[src/rtl/fft_frame_loader_if.sv]
// fft_frame_loader_if: sample-in and butterfly-group-out stream signals of the frame loader.
//   sample_in/sample_valid/sample_ready : real audio sample stream into the loader
//   grp_a..grp_d                        : four packed complex words {real, imag} of one group
//   grp_index                           : group number within the frame
//   grp_valid/grp_ready                 : group handshake towards the butterfly stage
//   frame_start/frame_last              : flags accompanying the first and the last group
// Modports: slave = the loader itself, master = the surrounding source/sink.
interface fft_frame_loader_if #(
    parameter int unsigned WIDTH    = 32,
    parameter int unsigned SAMPLE_W = 16,
    parameter int unsigned N_POINTS = 16
);
    localparam int unsigned GrpW = (N_POINTS / 4 > 1) ? $clog2(N_POINTS / 4) : 1;

    logic [SAMPLE_W-1:0] sample_in;
    logic                sample_valid;
    logic                sample_ready;
    logic [WIDTH-1:0]    grp_a;
    logic [WIDTH-1:0]    grp_b;
    logic [WIDTH-1:0]    grp_c;
    logic [WIDTH-1:0]    grp_d;
    logic [GrpW-1:0]     grp_index;
    logic                grp_valid;
    logic                grp_ready;
    logic                frame_start;
    logic                frame_last;

    modport slave (
        input  sample_in, sample_valid, grp_ready,
        output sample_ready, grp_a, grp_b, grp_c, grp_d, grp_index, grp_valid,
               frame_start, frame_last
    );

    modport master (
        output sample_in, sample_valid, grp_ready,
        input  sample_ready, grp_a, grp_b, grp_c, grp_d, grp_index, grp_valid,
               frame_start, frame_last
    );
endinterface

[src/rtl/fft_frame_loader.sv]
// fft_frame_loader: collects N_POINTS real samples into a frame stored in base-4 digit-reversed
// order (imag half zero), then streams N_POINTS/4 groups of four packed complex words to the
// first radix-4 butterfly stage.
// Ports:
//   clk   : clock, everything on the rising edge
//   rst_n : synchronous active-low reset
//   bus   : fft_frame_loader_if.slave (sample stream in, group stream out)
// Build option: define FRAME_LOADER_PINGPONG_EN for two banks, so one frame fills while the
// previous one drains. Without it a single bank alternates between filling and draining.
module fft_frame_loader #(
    parameter int unsigned WIDTH    = 32,
    parameter int unsigned SAMPLE_W = 16,
    parameter int unsigned N_POINTS = 16
) (
    input logic               clk,
    input logic               rst_n,
    fft_frame_loader_if.slave bus
);
    localparam int unsigned AddrW = $clog2(N_POINTS);
    localparam int unsigned NGrp  = N_POINTS / 4;
    localparam int unsigned GrpW  = (NGrp > 1) ? $clog2(NGrp) : 1;
    localparam int unsigned PadW  = WIDTH - SAMPLE_W;
`ifdef FRAME_LOADER_PINGPONG_EN
    localparam int unsigned NBanks = 2;
`else
    localparam int unsigned NBanks = 1;
`endif
    localparam int unsigned MemAw = $clog2(NBanks * N_POINTS);

    typedef enum logic {StFill, StDrain} state_e;
    state_e state_q, state_d;

    // Only the real half is stored; the imag half is always zero on output.
    logic [SAMPLE_W-1:0] mem_q [NBanks*N_POINTS];
    logic [SAMPLE_W-1:0] rd_word [4];
    logic [AddrW-1:0]    wr_cnt_q;
    logic [MemAw-1:0]    wr_addr;
    logic                rd_bank;
    logic [GrpW-1:0]     rd_grp_q, rd_grp_d, grp_sel;
    logic                ready_q, ready_d;
    logic                valid_q, valid_d;
    logic [WIDTH-1:0]    grp_q [4];
    logic [GrpW-1:0]     idx_q;
    logic                start_q, last_q;
    logic                accept, fill_done, grp_hs, grp_hs_last, swap, load;

    // Reverse the base-4 digits (bit pairs) of a sample index.
    function automatic logic [AddrW-1:0] digit_rev(input logic [AddrW-1:0] idx);
        logic [AddrW-1:0] rev;
        rev = '0;
        for (int i = 0; i < AddrW / 2; i++) begin
            rev[2*i]   = idx[AddrW-2-2*i];
            rev[2*i+1] = idx[AddrW-1-2*i];
        end
        return rev;
    endfunction

    assign accept      = ready_q && bus.sample_valid;
    assign fill_done   = accept && (wr_cnt_q == AddrW'(N_POINTS - 1));
    assign grp_hs      = valid_q && bus.grp_ready;
    assign grp_hs_last = grp_hs && (rd_grp_q == GrpW'(NGrp - 1));

`ifdef FRAME_LOADER_PINGPONG_EN
    logic fill_bank_q, fill_full_q, full_now;

    // A full fill bank swaps over as soon as the drain side is idle or finishing this cycle.
    assign full_now = fill_full_q || fill_done;
    assign swap     = full_now && ((state_q == StFill) || grp_hs_last);
    assign wr_addr  = {fill_bank_q, digit_rev(wr_cnt_q)};
    assign rd_bank  = !fill_bank_q;

    always_ff @(posedge clk) begin
        if (!rst_n) begin
            fill_bank_q <= 1'b0;
            fill_full_q <= 1'b0;
        end else begin
            fill_bank_q <= fill_bank_q ^ swap;
            fill_full_q <= full_now && !swap;
        end
    end
`else
    assign swap    = fill_done;
    assign wr_addr = digit_rev(wr_cnt_q);
    assign rd_bank = 1'b0;
`endif

    // While a group is on the outputs the next one is prefetched for a bubble-free advance.
    assign grp_sel = valid_q ? rd_grp_q + GrpW'(1) : rd_grp_q;

    always_comb begin
        for (int k = 0; k < 4; k++) begin
            rd_word[k] = mem_q[MemAw'(32'(N_POINTS) * 32'(rd_bank) + 32'd4 * 32'(grp_sel)
                                      + 32'(k))];
        end
    end

    // FSM state register
    always_ff @(posedge clk) begin
        if (!rst_n) begin
            state_q <= StFill;
        end else begin
            state_q <= state_d;
        end
    end

    // FSM next state; a swap landing on the last handshake keeps the drain side busy.
    always_comb begin
        state_d = state_q;
        unique case (state_q)
            StFill:  if (swap) state_d = StDrain;
            StDrain: if (grp_hs_last && !swap) state_d = StFill;
        endcase
    end

    // FSM outputs: group load/advance control and the next sample_ready.
    always_comb begin
        load     = 1'b0;
        valid_d  = valid_q;
        rd_grp_d = rd_grp_q;
        if (state_q == StDrain) begin
            if (!valid_q) begin
                load    = 1'b1;
                valid_d = 1'b1;
            end else if (grp_hs_last) begin
                valid_d  = 1'b0;
                rd_grp_d = '0;
            end else if (grp_hs) begin
                load     = 1'b1;
                rd_grp_d = grp_sel;
            end
        end
`ifdef FRAME_LOADER_PINGPONG_EN
        ready_d = !(full_now && !swap);
`else
        ready_d = (state_d == StFill);
`endif
    end

    always_ff @(posedge clk) begin
        if (!rst_n) begin
            wr_cnt_q <= '0;
            rd_grp_q <= '0;
            ready_q  <= 1'b0;
            valid_q  <= 1'b0;
            idx_q    <= '0;
            start_q  <= 1'b0;
            last_q   <= 1'b0;
            for (int k = 0; k < 4; k++) grp_q[k] <= '0;
        end else begin
            ready_q  <= ready_d;
            valid_q  <= valid_d;
            rd_grp_q <= rd_grp_d;
            if (accept) wr_cnt_q <= wr_cnt_q + AddrW'(1);
            if (load) begin
                for (int k = 0; k < 4; k++) grp_q[k] <= {rd_word[k], {PadW{1'b0}}};
                idx_q   <= grp_sel;
                start_q <= (grp_sel == '0);
                last_q  <= (grp_sel == GrpW'(NGrp - 1));
            end else if (grp_hs_last) begin
                start_q <= 1'b0;
                last_q  <= 1'b0;
            end
        end
    end

    // Frame storage; contents are don't-care after reset.
    always_ff @(posedge clk) begin
        if (rst_n && accept) mem_q[wr_addr] <= bus.sample_in;
    end

    assign bus.sample_ready = ready_q;
    assign bus.grp_valid    = valid_q;
    assign bus.grp_a        = grp_q[0];
    assign bus.grp_b        = grp_q[1];
    assign bus.grp_c        = grp_q[2];
    assign bus.grp_d        = grp_q[3];
    assign bus.grp_index    = idx_q;
    assign bus.frame_start  = start_q;
    assign bus.frame_last   = last_q;
endmodule

[src/flat_wrapper.sv]
// flat-port wrapper written by rule: the top's interface ports become plain ports
module fft_frame_loader_flat 
#(
    parameter int unsigned WIDTH    = 32,
    parameter int unsigned SAMPLE_W = 16,
    parameter int unsigned N_POINTS = 16
)
  (clk, rst_n, bus_sample_in, bus_sample_valid, bus_grp_ready, bus_sample_ready, bus_grp_a, bus_grp_b, bus_grp_c, bus_grp_d, bus_grp_index, bus_grp_valid, bus_frame_start, bus_frame_last);
  fft_frame_loader_if #(.WIDTH(WIDTH), .SAMPLE_W(SAMPLE_W), .N_POINTS(N_POINTS)) bus_i ();
  input logic clk;
  input logic rst_n;
  input wire logic [$bits(bus_i.sample_in)-1:0] bus_sample_in;
  input wire logic [$bits(bus_i.sample_valid)-1:0] bus_sample_valid;
  input wire logic [$bits(bus_i.grp_ready)-1:0] bus_grp_ready;
  output wire logic [$bits(bus_i.sample_ready)-1:0] bus_sample_ready;
  output wire logic [$bits(bus_i.grp_a)-1:0] bus_grp_a;
  output wire logic [$bits(bus_i.grp_b)-1:0] bus_grp_b;
  output wire logic [$bits(bus_i.grp_c)-1:0] bus_grp_c;
  output wire logic [$bits(bus_i.grp_d)-1:0] bus_grp_d;
  output wire logic [$bits(bus_i.grp_index)-1:0] bus_grp_index;
  output wire logic [$bits(bus_i.grp_valid)-1:0] bus_grp_valid;
  output wire logic [$bits(bus_i.frame_start)-1:0] bus_frame_start;
  output wire logic [$bits(bus_i.frame_last)-1:0] bus_frame_last;
  assign bus_i.sample_in = bus_sample_in;
  assign bus_i.sample_valid = bus_sample_valid;
  assign bus_i.grp_ready = bus_grp_ready;
  assign bus_sample_ready = bus_i.sample_ready;
  assign bus_grp_a = bus_i.grp_a;
  assign bus_grp_b = bus_i.grp_b;
  assign bus_grp_c = bus_i.grp_c;
  assign bus_grp_d = bus_i.grp_d;
  assign bus_grp_index = bus_i.grp_index;
  assign bus_grp_valid = bus_i.grp_valid;
  assign bus_frame_start = bus_i.frame_start;
  assign bus_frame_last = bus_i.frame_last;
  fft_frame_loader #(.WIDTH(WIDTH), .SAMPLE_W(SAMPLE_W), .N_POINTS(N_POINTS)) u_core (.clk(clk), .rst_n(rst_n), .bus(bus_i));
endmodule
[config.mk]
export PLATFORM = sky130hd
export DESIGN_NAME = fft_frame_loader_flat
export DESIGN_NICKNAME = d
export VERILOG_FILES = /design/src/rtl/fft_frame_loader_if.sv /design/src/rtl/fft_frame_loader.sv /design/src/flat_wrapper.sv
export SDC_FILE = /design/constraint.sdc
export NUM_CORES = 1
export LEC_CHECK = 0
export ABC_AREA = 0
export CAP_MARGIN = 20
export CORE_UTILIZATION = 56
export CTS_CLUSTER_DIAMETER = 60
export DETAILED_ROUTE_END_ITERATION = 10
export PLACE_DENSITY = 0.76
export SYNTH_ARGS = -nofsm -noshare
export SYNTH_HDL_FRONTEND = slang
export SYNTH_SLANG_ARGS = --single-unit
[constraint.sdc]
create_clock -name clk -period 3.3 [get_ports clk]
set_input_delay 0.33 -clock clk [delete_from_list [all_inputs] [get_ports clk]]
set_output_delay 0.33 -clock clk [all_outputs]
set_load 0.005 [all_outputs]
==> results of run 1 <==
-- how the worst max path moves through the flow --
| stage | end | cells after the start | slack [ns] | startpoint |
|---|---|---|---|---|
| finish | u_core.grp_q[3][2] | 5 | 0.81 | u_core.rd_grp_q[0] |
| global route | u_core.grp_q[3][2] | 5 | 0.68 | u_core.rd_grp_q[0] |
| floorplan | u_core.grp_q[0][0] | 5 | 0.28 | u_core.rd_grp_q[1] |
| CTS | u_core.grp_q[3][2] | 5 | 0.77 | u_core.rd_grp_q[0] |
| global placement | u_core.grp_q[3][10] | 7 | 0.88 | bus_grp_ready |
| detailed placement | u_core.grp_q[3][2] | 5 | 0.85 | u_core.rd_grp_q[0] |
-- sequential cells by signal (all words and copies together) (netlist names), 2 cells and up --
| register | flops |
|---|---|
| u_core.bus.grp_index | 2 |
| u_core.grp_q | 64 |
| u_core.mem_q | 256 |
| u_core.rd_grp_q | 2 |
| u_core.wr_cnt_q | 4 |
-- cell type report --
cell class	instances	area share
well taps	324	0.0251
clock buffers	48	0.0598
flip-flops and latches	333	0.611
repair buffers	122	0.0735
multi-input cells	459	0.226
inverters	2	0.000464
clock inverters	12	0.00433
-- through the flow --
step | power, uW | std cells | utilization | hold WS (ns)
6_report | 8480 | 1300 | 0.659 | 0.496
3_3_place_gp | 4970 | 1240 | 0.617 | 0.488
5_1_grt | 8710 | 1300 | 0.659 | 0.524
3_5_place_dp | 4980 | 1240 | 0.617 | 0.491
4_1_cts | 8530 | 1300 | 0.659 | 0.500
2_1_floorplan | 4880 | 913 | - | 0.429
-- metal layers --
layer / part of all wire / global-route usage / wire length [um] / vias to the layer above
met5: 0 / 0 / 0 / -
met1: 0.40 / 0.277 / 11400 / 3906
met2: 0.52 / 0.393 / 14800 / 300
met4: 0.027 / 0.0818 / 772 / 0
li1: - / - / - / 3441
met3: 0.056 / 0.0356 / 1590 / 47
-- where the power goes --
group	internal [uW]	total (uW)	switching (uW)
Clock	2060	3590	1530
Sequential	4670	4680	16.6
Combinational	78.0	210	132
Total	6800	8480	1680
-- worst reg2reg max path: cells and delay by family (launching register included) --
kind | cells | cell delay [ns]
AO/OA/AOI/OAI | 2 | 0.49
buffers and inverters | 2 | 1.17
flip-flops | 1 | 0.40
multiplexers | 1 | 0.23
-- cells in the final DEF, fill, tap and decap left out, types with 4 or more instances in the layout --
cell type / netlist / layout
sky130_fd_sc_hd__nand4_1: 6 / 6
sky130_fd_sc_hd__o22ai_1: 64 / 64
sky130_fd_sc_hd__nand2_1: 5 / 5
sky130_fd_sc_hd__clkbuf_16: 0 / 37
sky130_fd_sc_hd__clkbuf_1: 20 / 11
sky130_fd_sc_hd__buf_4: 79 / 29
sky130_fd_sc_hd__ha_1: 6 / 6
sky130_fd_sc_hd__nand3_1: 6 / 6
sky130_fd_sc_hd__mux2i_1: 192 / 192
sky130_fd_sc_hd__nor2_1: 13 / 13
sky130_fd_sc_hd__a21oi_1: 4 / 4
sky130_fd_sc_hd__dfxtp_1: 13 / 12
sky130_fd_sc_hd__nor3_2: 0 / 4
sky130_fd_sc_hd__buf_12: 0 / 4
sky130_fd_sc_hd__edfxtp_1: 320 / 320
sky130_fd_sc_hd__clkdlybuf4s50_1: 0 / 89
sky130_fd_sc_hd__conb_1: 1 / 64
sky130_fd_sc_hd__o22a_1: 64 / 64
sky130_fd_sc_hd__clkinv_2: 0 / 6
-- cell families after synthesis --
group                    after synthesis
flip-flops                           333
multiplexers                         192
AO/OA/AOI/OAI                        141
buffers and inverters                121
AND/OR/NAND/NOR                       53
adder cells (fa/ha/maj)                6
XOR/XNOR                               3
other                                  1
==> run summary, run 1 <==
- number of buffers inserted to repair setup after CTS: 0
- power per standard cell area: 524 nW/um^2
- fill cell instance count of the final layout: 1,686
- sort of element at the end of the critical path: register
- DRT Wirelength: 28,500 um
- Die Width: 161 um
- XOR/XNOR share of the synthesized area: 0.00320
- RSZ-0062 raised after global routing: false
- CTS Root Buffer Type: sky130_fd_sc_hd__clkbuf_16
- count of maximum capacitance violations: 0
- reg-to-reg setup timing slack: 0.81 ns
- mapped cell area: 14,100 sq um
- cell family with most CP delay: buffers and inverters
- critical path launch point type: register
- post-layout minimum cycle time: 2.49 ns
- max-slew violation total from the final report: 0
- WP data required: 3.60 ns
- DRC viols: 0
- Min-Delay Startpoint: u_core.bus.frame_start
- worst setup skew after layout: 0.00969 ns
- Post-Synth Simple-Gate Area: 0.0210
- FF+latch count, synth: 333
- post-layout worst setup margin: 0.808 ns
- cell with the biggest individual delay on the critical path: sky130_fd_sc_hd__buf_4
- final setup TNS: 0 ns
- final setup vio count: 0
- buffers from clock root to sink, at most: 3
- aggregate global routing overflow: 0
- footprint of the multi-input gates: 3660 sq um
- Crit path largest cell delay: 0.72 ns
- hold buffer count at cts: 0
- total die area: 25,800 sq um
- top cell type's share of synthesized area: 0.682
- number of enable flip-flop cells after synthesis: 320
- register clock-pin slew on the reported worst setup and hold paths: 0.06 ns
- synthesis-to-finish area growth: 14.8%
- arrival time of the worst setup path: 2.79 ns
- commonest cells in the synthesized netlist: sky130_fd_sc_hd__edfxtp_1 (320), sky130_fd_sc_hd__mux2i_1 (192), sky130_fd_sc_hd__buf_4 (79)
- post-route standard cell area excluding fillers: 16,200 sq um
- number of buffers created by CTS: 35
- CP Class: register to register
- cell count after synthesis: 850
- post-placement worst setup slack: 0.846 ns
- path depth of the worst reg2reg path: 5
- RR Endpoint: u_core.grp_q[3][2]
- GRT Total Usage: 0.222
- compound-cell area share of the yosys netlist: 0.0750
- biggest area consumer among synthesized cells: sky130_fd_sc_hd__edfxtp_1
- share of synthesized area spent on multiplexers: 0.136
- CTS tree: done
- Initial DRC Count: 645
- quantity of gates resized following cts: 0
- count of pins on the block boundary: 154
- deepest level of the CTS H-tree: 2
- hold path cells: 2
- hpwl dp: 15,700 um
- commonest register cell after synthesis: sky130_fd_sc_hd__edfxtp_1
- worst hold path type: register to register
- share of the yosys chip area belonging to registers: 0.700
- Placer Congestion: 0.770
- initial antenna violation count: 0
- standard cell core area: 24,500 sq um
- number of buffer and inverter stages on the critical path: 2
- Initial Util: 0.574
- instance area after placement: 15,100 sq um
- Diodes inserted: 0
- count of input and output buffers: 89
- DRT Pass-1 Iters: 4
- r2r startpoint: u_core.rd_grp_q[0]
- Tightest Pin Transition: 0.931 ns
- synthesized-area fraction occupied by adder cells: 0.00533
- Cell Chain, Critical Path: buf_4 -> buf_4 -> mux2i_1 -> o22a_1 -> o22ai_1
- fraction of layout instances using a drive strength above 1: 0.0943
- max-slew headroom at the worst pin: 0.377
- ratio of routed vias to standard cells: 5.92
- most instantiated library cell after synthesis: sky130_fd_sc_hd__edfxtp_1
- pin count of the biggest net entering global routing: 65
- leakage power figure: 0.00550 uW
- number of warnings reported in the yosys synthesis log: 0
- outcome: finished clean
- share of the clock period used by the worst path: 0.755
- dominant combinational cell family by area after synthesis: multiplexers
- insertion delay of the later-clocked pin in the worst-skew pair: 0.50 ns
- ys async rst share: 0
- maximum vdd ir drop: 0.361 mV
- Yosys cell types: 36
- Min-Delay Endpoint: u_core.bus.frame_start
- number of nets in the layout: 979
- Hold Fails Final Rpt: 0
- crit path max fanout: 48
- leading cell types by total area after synthesis: sky130_fd_sc_hd__edfxtp_1 (68%), sky130_fd_sc_hd__mux2i_1 (14%), sky130_fd_sc_hd__buf_4 (4.2%), sky130_fd_sc_hd__o22a_1 (4.0%), sky130_fd_sc_hd__o22ai_1 (2.8%)
- Max Fclk: 401 MHz
- routed via count: 7,694
- synthesized area divided by synthesized cell count: 16.6 sq um
- via count of the first global-routing pass: 7,553
- number of standard-cell rows in the floorplan: 57
- clock sink count: 333
- average wire length per cell after detail routing: 21.9 um
- most prevalent standard cell on the critical path: sky130_fd_sc_hd__buf_4
- Storage cell area: 9870 sq um
- count of antenna-violating nets left after detailed routing: 0
- first-pass GRT wire length: 43,000 um
- chip height: 161 um
Power figures use the tool's default switching activity.
==> run 2, diff against run 1 <==
clock period = 2.45 ns   (was 3.3 ns; I/O delays follow)
==> run summary, run 2 (synthesized netlist as in run 1, its figures left out) <==
- final setup TNS: 0 ns, unchanged
- count of maximum capacitance violations: 0, unchanged
- post-layout worst setup margin: 0.407 ns, -0.401 ns
- Tightest Pin Transition: 0.902 ns, -0.0291 ns
- number of buffers inserted to repair setup after CTS: 0, unchanged
- hpwl dp: 16,300 um, +4.1%
- Most flops, register: u_core.mem_q
- CP Class: register to register
- post-layout minimum cycle time: 2.04 ns, -0.449 ns
- hold buffer count at cts: 0, unchanged
- top library cells by usage in the layout, fill and taps aside: sky130_fd_sc_hd__edfxtp_1 (320), sky130_fd_sc_hd__mux2i_1 (192), sky130_fd_sc_hd__clkdlybuf4s50_1 (89)
- count of input and output buffers: 89, unchanged
- buffers from clock root to sink, at most: 3, unchanged
- DRT Wirelength: 28,000 um, -1.8%
- post-placement worst setup slack: 0.277 ns, -0.569 ns
- final setup vio count: 0, unchanged
- count of antenna-violating nets left after detailed routing: 0, unchanged
- critical path launch point type: register
- maximum vdd ir drop: 0.695 mV, +93%
- Placer Congestion: 0.746, -3.1%
- RSZ-0062 raised after global routing: false
- total met2 wirelength after detailed routing: 14,900 um, +1.0%
- leakage power figure: 0.00563 uW, +2.4%
- DRT Pass-1 Iters: 5, +1
- deepest level of the CTS H-tree: 2, unchanged
- chip height: 161 um, unchanged
- count of pins on the block boundary: 154, unchanged
- Initial DRC Count: 558, -13%
- total die area: 25,800 sq um, unchanged
- pin count of the biggest net entering global routing: 79, +22%
- largest registers: u_core.mem_q x256, u_core.grp_q x64, u_core.wr_cnt_q x4
- standard cell core area: 24,500 sq um, unchanged
- number of nets in the layout: 986, +0.72%
- arrival time of the worst setup path: 2.38 ns, -0.41 ns
- worst setup skew after layout: 0.0104 ns, +0.000695 ns
- max-slew headroom at the worst pin: 0.397, +0.0195
- worst hold path type: input pin to register
- ratio of routed vias to standard cells: 5.79, -2.2%
- Final Hold Slack: 0.475 ns, -0.0214 ns
- routed metal-1 wire length: 10,900 um, -3.9%
- met3 WL: 1700 um, +7.2%
- WP data required: 2.79 ns, -0.81 ns
- first-pass GRT wire length: 42,600 um, -1.1%
- Core Util, Final: 0.672, +0.0131
- via count of the first global-routing pass: 7,522, -0.41%
- number of buffers created by CTS: 36, +2.9%
- Diodes inserted: 0, unchanged
- CTS Root Buffer Type: sky130_fd_sc_hd__clkbuf_16
- Initial Util: 0.574, unchanged
- crit path max fanout: 34, -29%
- outcome: finished clean
- CTS tree: done
- clock sink count: 333, unchanged
- share of the clock period used by the worst path: 0.834, +0.0788
- sort of element at the end of the critical path: register
- insertion delay of the later-clocked pin in the worst-skew pair: 0.51 ns, about the same
- top routing layer in use: met4
- Max Fclk: 489 MHz, +22%
- number of standard-cell rows in the floorplan: 57, unchanged
- power per standard cell area: 705 nW/um^2, +34%
- register clock-pin slew on the reported worst setup and hold paths: 0.06 ns, about the same
- average wire length per cell after detail routing: 21.4 um, -2.4%
- synthesis-to-finish area growth: 17.0%
- max-slew violation total from the final report: 0, unchanged
- quantity of gates resized following cts: 0, unchanged
- commonest non-fill, non-tap cell in the layout: sky130_fd_sc_hd__edfxtp_1
- GRT Total Usage: 0.221, -0.00186
- routed via count: 7,577, -1.5%
- Hold Fails Final Rpt: 0, unchanged
- aggregate global routing overflow: 0, unchanged
- initial antenna violation count: 0, unchanged
- Largest register FFs: 256, unchanged
- DRC viols: 0, unchanged
- Die Width: 161 um, unchanged
- fraction of layout instances using a drive strength above 1: 0.106, +0.0113
## run 2: worst paths after layout
path	slack, ns	endpoint	cells after the start	from
worst min register to register	0.49	u_core.bus.frame_start	2	u_core.bus.frame_start
worst max register to register	0.41	u_core.grp_q[2][8]	6	u_core.rd_grp_q[0]
worst min-delay path	0.47	u_core.bus.grp_valid	3	bus_grp_ready
worst max-delay path	0.41	u_core.grp_q[2][8]	6	u_core.rd_grp_q[0]
## run 2: worst max-delay path: stages, from the launching register on
cell                       delay (ns)
sky130_fd_sc_hd__dfxtp_4         0.38
sky130_fd_sc_hd__ha_1            0.20
sky130_fd_sc_hd__nand2b_1        0.15
sky130_fd_sc_hd__a21boi_2        0.31
sky130_fd_sc_hd__nand2_4         0.20
sky130_fd_sc_hd__buf_4           0.35
sky130_fd_sc_hd__o22ai_1         0.27
## run 2: report_power, final
group / switching (uW) / internal, uW / total (uW)
sequential: 23.5 / 6290 / 6310
combinational: 176 / 111 / 287
clock: 2090 / 2940 / 5030
## run 2: layout make-up
| type | count | area [sq um] |
|---|---|---|
| Clock inverter | 17 | 121 |
| Fill cell | 1674 | 8040 |
| Clock buffer | 46 | 980 |
| Sequential cell | 333 | 9870 |
| Multi-Input combinational cell | 459 | 3660 |
| Tap cell | 324 | 405 |
| Inverter | 2 | 7.51 |
| Timing Repair Buffer | 128 | 1450 |
## run 2: per-layer routing
metal | vias up | track usage
met5 | - | 0
li1 | 3464 | -
met4 | 0 | 0.0675
met2 | 266 | 0.403
met3 | 38 | 0.0276
met1 | 3809 | 0.273
## run 2: metrics by stage
| step | area (sq um) | cells | total power [uW] |
|---|---|---|---|
| finish | 16500 | 1309 | 11600 |
| global route | 16500 | 1309 | 11900 |
| CTS | 16500 | 1309 | 11700 |
| detailed placement | 15400 | 1246 | 6720 |
| global placement | 15400 | 1246 | 6710 |
| floorplan | 14300 | 913 | 6560 |
==> run 3, diff against run 2 <==
clock period = 2.1 ns   (was 2.45 ns; I/O delays follow)
==> run summary, run 3 (synthesized netlist as in run 1, its figures left out) <==
- CTS Root Buffer Type: sky130_fd_sc_hd__clkbuf_16
- fraction of power spent switching nets: 0.193, -0.00366
- DRC viols: 0, unchanged
- average wire length per cell after detail routing: 21.4 um, about the same
- part of the total power dissipated in combinational logic: 0.025, about the same
- fraction of layout instances using a drive strength above 1: 0.117, +0.0110
- ratio of routed vias to standard cells: 5.73, -0.93%
- count of maximum capacitance violations: 0, unchanged
- Hold Fails Final Rpt: 0, unchanged
- outcome: finished clean
- Max Fclk: 508 MHz, +3.8%
- power share of the clock group: 0.449, +0.016
- CTS tree: done
- Crit path largest cell delay: 0.64 ns, +0.26 ns
- buffers from clock root to sink, at most: 3, unchanged
- number of nets in the layout: 996, +1.0%
- leakage power figure: 0.00574 uW, +1.9%
- total die area: 25,800 sq um, unchanged
- count of pins on the block boundary: 154, unchanged
- Final Hold Slack: 0.434 ns, -0.0411 ns
- deepest level of the CTS H-tree: 2, unchanged
- max-slew headroom at the worst pin: 0.473, +0.0758
- WP data required: 2.35 ns, -0.44 ns
- post-layout minimum cycle time: 1.97 ns, -0.0756 ns
- reg-to-reg setup timing slack: 0.13 ns, -0.27 ns
- Largest register FFs: 256, unchanged
- max-slew violation total from the final report: 0, unchanged
- Placer Congestion: 0.768, +3.0%
- cell family with most CP delay: XOR/XNOR gates
- sort of element at the end of the critical path: register
- quantity of gates resized following cts: 0, unchanged
- count of input and output buffers: 89, unchanged
- DRT Pass-1 Iters: 7, +2
- footprint of the multi-input gates: 3660 sq um, unchanged
- power per standard cell area: 838 nW/um^2, +19%
- number of buffers created by CTS: 35, -2.8%
- critical path launch point type: register
- Most flops, register: u_core.mem_q
- worst hold path type: input pin to register
- GRT Total Usage: 0.223, +0.00220
- Core Util, Final: 0.680, +0.00750
- final setup vio count: 0, unchanged
- Storage cell area: 9870 sq um, unchanged
- arrival time of the worst setup path: 2.22 ns, -0.16 ns
- synthesis-to-finish area growth: 18.3%
- chip height: 161 um, unchanged
- Inst Count DP: 1,257, +0.88%
- Initial DRC Count: 512, -8.2%
- CP Class: register to register
- Tightest Pin Transition: 0.789 ns, -0.113 ns
- crit path max fanout: 17, -50%
- cell with the biggest individual delay on the critical path: sky130_fd_sc_hd__xnor2_4
- insertion delay of the later-clocked pin in the worst-skew pair: 0.51 ns, about the same
- maximum vdd ir drop: 0.701 mV, +0.78%
- hpwl dp: 16,200 um, -0.64%
- Diodes inserted: 0, unchanged
- DRT Wirelength: 28,200 um, +0.72%
- via count of the first global-routing pass: 7,587, +0.86%
- commonest non-fill, non-tap cell in the layout: sky130_fd_sc_hd__edfxtp_1
- initial antenna violation count: 0, unchanged
- number of buffer and inverter stages on the critical path: 1, unchanged
- largest registers: u_core.mem_q x256, u_core.grp_q x64, u_core.wr_cnt_q x4
- clock sink count: 333, unchanged
- worst setup skew after layout: 0.0127 ns, +0.00234 ns
- count of antenna-violating nets left after detailed routing: 0, unchanged
- post-route insts no fill: 1,319, +0.76%
- routed via count: 7,564, -0.17%
- top library cells by usage in the layout, fill and taps aside: sky130_fd_sc_hd__edfxtp_1 (320), sky130_fd_sc_hd__mux2i_1 (192), sky130_fd_sc_hd__clkdlybuf4s50_1 (89)
- aggregate global routing overflow: 0, unchanged
- share of the clock period used by the worst path: 0.937, +0.103
- pin count of the biggest net entering global routing: 85, +7.6%
- Initial Util: 0.574, unchanged
- number of buffers inserted to repair setup after CTS: 0, unchanged
- register clock-pin slew on the reported worst setup and hold paths: 0.06 ns, about the same
- Cell Chain, Critical Path: xnor2_4 -> buf_12 -> mux2i_1 -> o22ai_1
- first-pass GRT wire length: 42,900 um, +0.78%
- register share of total power: 0.526, -0.017
- switching power: 2700 uW, +18%
- RSZ-0062 raised after global routing: false
- standard cell core area: 24,500 sq um, unchanged
- hold buffer count at cts: 0, unchanged
- Die Width: 161 um, unchanged
- fill cell instance count of the final layout: 1,631, -2.6%
- Int Power: 11,300 uW, +21%
- number of standard-cell rows in the floorplan: 57, unchanged
## run 3: cell count changes in the layout (fill, tap and decap cells not counted), sizes merged
cell / delta
bufinv: +4
buf: +11
inv: -3
clkinv: +6
clkbuf: -8
## run 3: power groups by stage
stage | Sequential, uW | Combinational [uW] | Clock (uW)
floorplan | 7500 | 160 | 0
global placement | 7500 | 337 | 0
detailed placement | 7500 | 345 | 0
CTS | 7360 | 348 | 6340
global route | 7360 | 374 | 6590
finish | 7360 | 347 | 6270
## run 3: worst reg2reg max path, delay by kind of cell (launching register included)
family          cells  cell delay [ns]
compound gates      1             0.12
mux                 1             0.30
xor+xnor            1             0.64
flops               1             0.39
buf+inv             1             0.26
## run 3: through the flow
step	setup TNS, ns	area (sq um)	setup slack, ns	power (uW)
2_1_floorplan	-11.10	14300	-0.173	7660
3_3_place_gp	0	15500	0.0863	7830
3_5_place_dp	0	15500	0.0427	7840
4_1_cts	0	16700	0.117	14000
5_1_grt	0	16700	0.0505	14300
6_report	0	16700	0.132	14000
## run 3: worst paths after layout
| path | to | start | cells past startpoint |
|---|---|---|---|
| hold reg to reg | u_core.bus.frame_last | u_core.bus.frame_last | 2 |
| setup / recovery | u_core.grp_q[2][12] | u_core.bus.grp_valid | 4 |
| hold / removal | u_core.bus.grp_valid | bus_grp_ready | 3 |
| setup reg to reg | u_core.grp_q[2][12] | u_core.bus.grp_valid | 4 |
## run 3: layer usage
layer	global-route usage	vias to the layer above	share of wire
met3	0.0387	62	0.058
met5	0	-	0
met4	0.0961	0	0.035
met2	0.382	271	0.51
li1	-	3485	-
met1	0.280	3746	0.40
## run 3: area by class of cell
class | instances | area share
clock inverter | 24 | 0.0149
clock buffer | 38 | 0.0558
tap | 324 | 0.0243
multi-input combinational | 459 | 0.219
timing repair buffer | 139 | 0.0932
sequential | 333 | 0.592
inverter | 2 | 0.000450
